$ cat src/rtl/data_mem_responder.sv
// rtl/data_mem_responder.sv - word-addressed data memory responder with fixed wait states for the MEM stage
module data_mem_responder #(
    parameter int DEPTH       = 64,
    parameter int BASE_ADDR   = 1024,
    parameter int WAIT_CYCLES = 4
) (
    input  logic        clk,
    input  logic        rst,
    input  logic        rd_en,
    input  logic        wr_en,
    input  logic [31:0] address,
    input  logic [31:0] wdata,
    output logic [31:0] rdata,
    output logic        ready
);

    localparam int IDX_W = $clog2(DEPTH);
    localparam int CNT_W = $clog2(WAIT_CYCLES) + 1;

    typedef enum logic [1:0] {IDLE, WAIT, DONE} state_t;

    state_t             state;
    logic [CNT_W-1:0]   cnt;
    logic               op_wr;
    logic [IDX_W-1:0]   idx_q;
    logic [31:0]        wdata_q;
    logic [31:0]        mem [DEPTH];

    logic               req;
    logic [IDX_W-1:0]   in_idx;
    logic               entering_done;
    logic               acc_wr;
    logic [IDX_W-1:0]   acc_idx;
    logic [31:0]        acc_wdata;

    assign req    = rd_en | wr_en;
    // Out-of-range addresses simply alias: the subtraction wraps and the index truncates.
    assign in_idx = IDX_W'((address - 32'(BASE_ADDR)) >> 2);
    assign ready  = (state == IDLE && !req) || state == DONE;

    // With a single wait state the access happens straight out of IDLE, so it uses live inputs.
    always_comb begin
        entering_done = 1'b0;
        acc_wr        = op_wr;
        acc_idx       = idx_q;
        acc_wdata     = wdata_q;
        if (state == IDLE) begin
            entering_done = req && (WAIT_CYCLES == 1);
            acc_wr        = wr_en;
            acc_idx       = in_idx;
            acc_wdata     = wdata;
        end else if (state == WAIT) begin
            entering_done = (cnt == '0);
        end
    end

    always_ff @(posedge clk) begin
        if (!rst && entering_done && acc_wr) begin
            mem[acc_idx] <= acc_wdata;
        end
    end

    always_ff @(posedge clk) begin
        if (rst) begin
            state <= IDLE;
            cnt   <= '0;
            rdata <= '0;
        end else begin
            if (entering_done && !acc_wr) begin
                rdata <= mem[acc_idx];
            end
            case (state)
                IDLE: begin
                    if (req) begin
                        op_wr   <= wr_en;
                        idx_q   <= in_idx;
                        wdata_q <= wdata;
                        if (WAIT_CYCLES == 1) begin
                            state <= DONE;
                        end else begin
                            cnt   <= CNT_W'(WAIT_CYCLES - 2);
                            state <= WAIT;
                        end
                    end
                end
                WAIT: begin
                    if (cnt == '0) begin
                        state <= DONE;
                    end else begin
                        cnt <= cnt - CNT_W'(1);
                    end
                end
                DONE: state <= IDLE;
                default: state <= IDLE;
            endcase
        end
    end

endmodule
$ cat config.mk
export PLATFORM = sky130hd
export DESIGN_NAME = data_mem_responder
export DESIGN_NICKNAME = d
export VERILOG_FILES = /design/src/rtl/data_mem_responder.sv
export SDC_FILE = /design/constraint.sdc
export NUM_CORES = 2
export LEC_CHECK = 0
export CAP_MARGIN = 20
export CORE_MARGIN = 2
export CORE_UTILIZATION = 50
export CTS_BUF_LIST = sky130_fd_sc_hd__clkbuf_2 sky130_fd_sc_hd__clkbuf_4 sky130_fd_sc_hd__clkbuf_8
export DETAILED_ROUTE_END_ITERATION = 8
export PLACE_DENSITY = 0.67
export SYNTH_ARGS = -nofsm -noshare
export SYNTH_HDL_FRONTEND = slang
export SYNTH_SLANG_ARGS = --single-unit
export TNS_END_PERCENT = 50
$ cat constraint.sdc
create_clock -name clk -period 8.72 [get_ports clk]
set_input_delay 2.616 -clock clk [delete_from_list [all_inputs] [get_ports clk]]
set_output_delay 2.616 -clock clk [all_outputs]
set_load 0.01 [all_outputs]
==> flow_summary.yaml <==
hold_path:
  hold_path.class: "reg -> reg"
  hold-path-endpoint: "cnt[1]$_SDFFE_PP0P_"
  whs_path_depth: 2
  min-delay-start: "cnt[1]$_SDFFE_PP0P_"
logic_synthesis:
  synthFlopType: "edfxtp_1"
  synth_edf_count: 2087
  synth.net_count: 4795
  synth_compound_area_frac: 0.0989
  synth_top_family_by_area: "compound AO/OA/AOI/OAI gates"
  synth_fa_ha_area_frac: 0.000313
  syn_avg_cell_area_um2: 16.9
  ys_ff_latch: 2124
  synth.distinct_cells: 73
  ys_seq_area_frac: 0.793
  ys.warnings.count: 0
  netlist_area_mm2: 0.0799
  syn_inst: 4725
  yosys.area.top_type: "edfxtp_1"
  synthMuxAreaShare: 0.0470
  synth_async_sr_flop_share: 0
  synth_top_area_frac: 0.784
  synthTopCellsByArea: "edfxtp_1 (78%), mux2i_1 (3.5%), nand2_1 (2.7%), a222oi_1 (2.3%), a21oi_1 (1.3%)"
  synth-simple-area-share: 0.0419
  synth_xor_area_frac: 0.000110
setup_path:
  crit_type: "in -> out"
  start_kind: "input pin"
  r2r_cells: 8
  reg2reg_slack_ns: 4.02
  worstPathRequired_ns: 6.10
  cp.arrival_ns: 3.96
  end_kind: "output port"
  r2r_end: "rdata[29]$_SDFFE_PP0P_"
  r2r-start: "idx_q[1]$_DFFE_PP_"
  cp_max_fo: 3
floorplanning:
  core_area_mm2: 0.159
  row_count: 146
  dieWidth_um: 404
  pin_count: 101
  die-area_mm2: 0.163
  die_h_um: 404
  start_util: 0.504
grt:
  grt_pass1_vias: 45600
  grt_overflow_total: 0
  grt_max_degree: 129
  gr-usage-met3: 0.0941
  use_met1: 0.399
  track_usage: 0.290
  use_met2: 0.441
  busiest_layer: "met2"
  grt_pass1_wl_mm: 335
  antenna_found_initial: 13
clock_tree:
  htree_num_levels: 5
  cts_buffers: 338
  ctsHoldBuffers: 0
  path_clk_slew_ns: 0.06
  post_cts_buffers: 0
  cts_resized: 0
  cts_tree: "built"
  cts_max_path_buffers: 4
  cts.sinks: 2124
  clk_latency_ns: 1.04
  cts-root-buf: "clkbuf_8"
sta:
  setup_tns_ns: 0
  tightest_slew_ns: 1.17
  slew_headroom: 0.217
  max_freq_mhz: 152
  report.final.slew_viol_count: 0
  fin_crit_sh: 0.754
  hold_slack_ns: 0.498
  skew_ns: 0.0496
  setup_viol: 0
  post-route-min-period_ns: 6.58
  hold_viol: 0
  rsz0062_at_grt: "no"
power:
  p_sw_mw: 5.82
  finalPower_mw: 22.5
  clock_power_share: 0.362
  seqPwrFrac: 0.519
  p_int_mw: 16.7
  p_sw_frac: 0.258
  p_per_area_mw_per_mm2: 249
  leakagePower_nw: 29.1
  pwr-share-comb: 0.119
  ir_drop_mv: 0.167
routing:
  wl_per_cell_um: 32.7
  avgViaCountPerCell: 6.53
  via_count: 48100
  antenna_left: 0
  drc: 0
  finalWirelength_mm: 240
  drtIter0Drc: 8347
  dr.pass1.iters: 8
placement:
  place.gp.congestion: 0.869
  portBuffers: 74
  dp_hpwl_mm: 133
cells_and_area:
  area_growth_pct: 13.4
  nets: 5114
  drive_gt1_frac: 0.177
  final_cell_mix: "edfxtp_1 (2087), nand2_1 (546), clkbuf_8 (355)"
  layout_commonest_cell: "edfxtp_1"
  final_core_util: 0.572
status:
  status: "completed"
run:
  timing.max_cap.violations: 0
[layout make-up]
| type | instances | area, um2 |
|---|---|---|
| clock inverter | 113 | 622 |
| antenna | 4 | 10.0 |
| sequential | 2124 | 63400 |
| clock buffer | 466 | 5720 |
| tap | 2072 | 2590 |
| multi-input combinational | 2308 | 15800 |
| timing repair buffer | 267 | 2540 |
| inverter | 5 | 18.8 |
| fill | 11900 | 67900 |
[synth_stat cells, types with 10 or more instances]
library cell and n:
o2111ai_1 17, o22a_1 30, buf_1 17, clkbuf_1 91, o22ai_1 59, mux2_2 83, o211ai_1 66, nor3_1 28
o31a_1 18, nand2_1 584, a222oi_1 181, a31oi_1 47, a211oi_1 43, buf_2 126, a22oi_1 134, o21ai_0 202
nor4_1 11, dfxtp_1 37, nand3_1 10, nor2_1 146, buf_4 47, a221oi_1 27, edfxtp_1 2087, mux2i_1 282
a21oi_1 206
[power by group through the flow]
| stage | logic [mW] | registers [mW] | clock network, mW |
|---|---|---|---|
| after floorplan | 1.41 | 11.9 | 0 |
| after global placement | 2.51 | 11.9 | 0 |
| after detailed placement | 2.56 | 11.9 | 0 |
| after CTS | 2.57 | 11.7 | 8.19 |
| after global routing | 2.78 | 11.7 | 8.63 |
| final | 2.69 | 11.7 | 8.15 |
[worst max-delay path: stages]
cell and delay, ns:
clkdlybuf4s50_1 0.42, nor2_1 0.21, nor2_1 0.07, nor2_1 0.10, clkdlybuf4s50_1 0.54
[kinds of logic after synthesis]
kind of cell,count (synthesis)
flops,2124
xor+xnor,1
compound gates,1113
simple gates,827
mux,365
fa+ha+maj,2
buf+inv,293
[flip-flops by register name (all words and copies together), names as in the netlist]
| signal | cells |
|---|---|
| mem | 2048 |
| idx_q | 6 |
| wdata_q | 32 |
| rdata | 32 |
| cnt | 3 |
| op_wr | 1 |
| state | 2 |
[layer usage]
| layer | part of all wire | wire (um) |
|---|---|---|
| met3 | 0.15 | 35100 |
| met5 | 0.00040 | 97 |
| met2 | 0.45 | 109000 |
| met4 | 0.031 | 7410 |
| met1 | 0.37 | 88800 |
[through the flow]
| stage | cells | area (um2) | worst slack, ns |
|---|---|---|---|
| floorplan | 4725 | 79900 | 2.50 |
| global placement | 6762 | 84100 | 1.71 |
| detailed placement | 6763 | 84100 | 1.70 |
| CTS | 7342 | 90400 | 2.14 |
| global route | 7356 | 90700 | 2.07 |
| finish | 7359 | 90700 | 2.14 |
[how the worst max path moves through the flow]
stage | from | endpoint | slack [ns] | cells after the start
floorplan | rst | idx_q[0]$_DFFE_PP_ | 2.50 | 3
global placement | address[3] | rdata[29]$_SDFFE_PP0P_ | 1.71 | 9
detailed placement | address[3] | rdata[29]$_SDFFE_PP0P_ | 1.70 | 9
CTS | wr_en | ready | 2.14 | 5
global route | wr_en | ready | 2.07 | 5
finish | wr_en | ready | 2.14 | 5
Note: power is estimated with default switching activity, not from simulation.
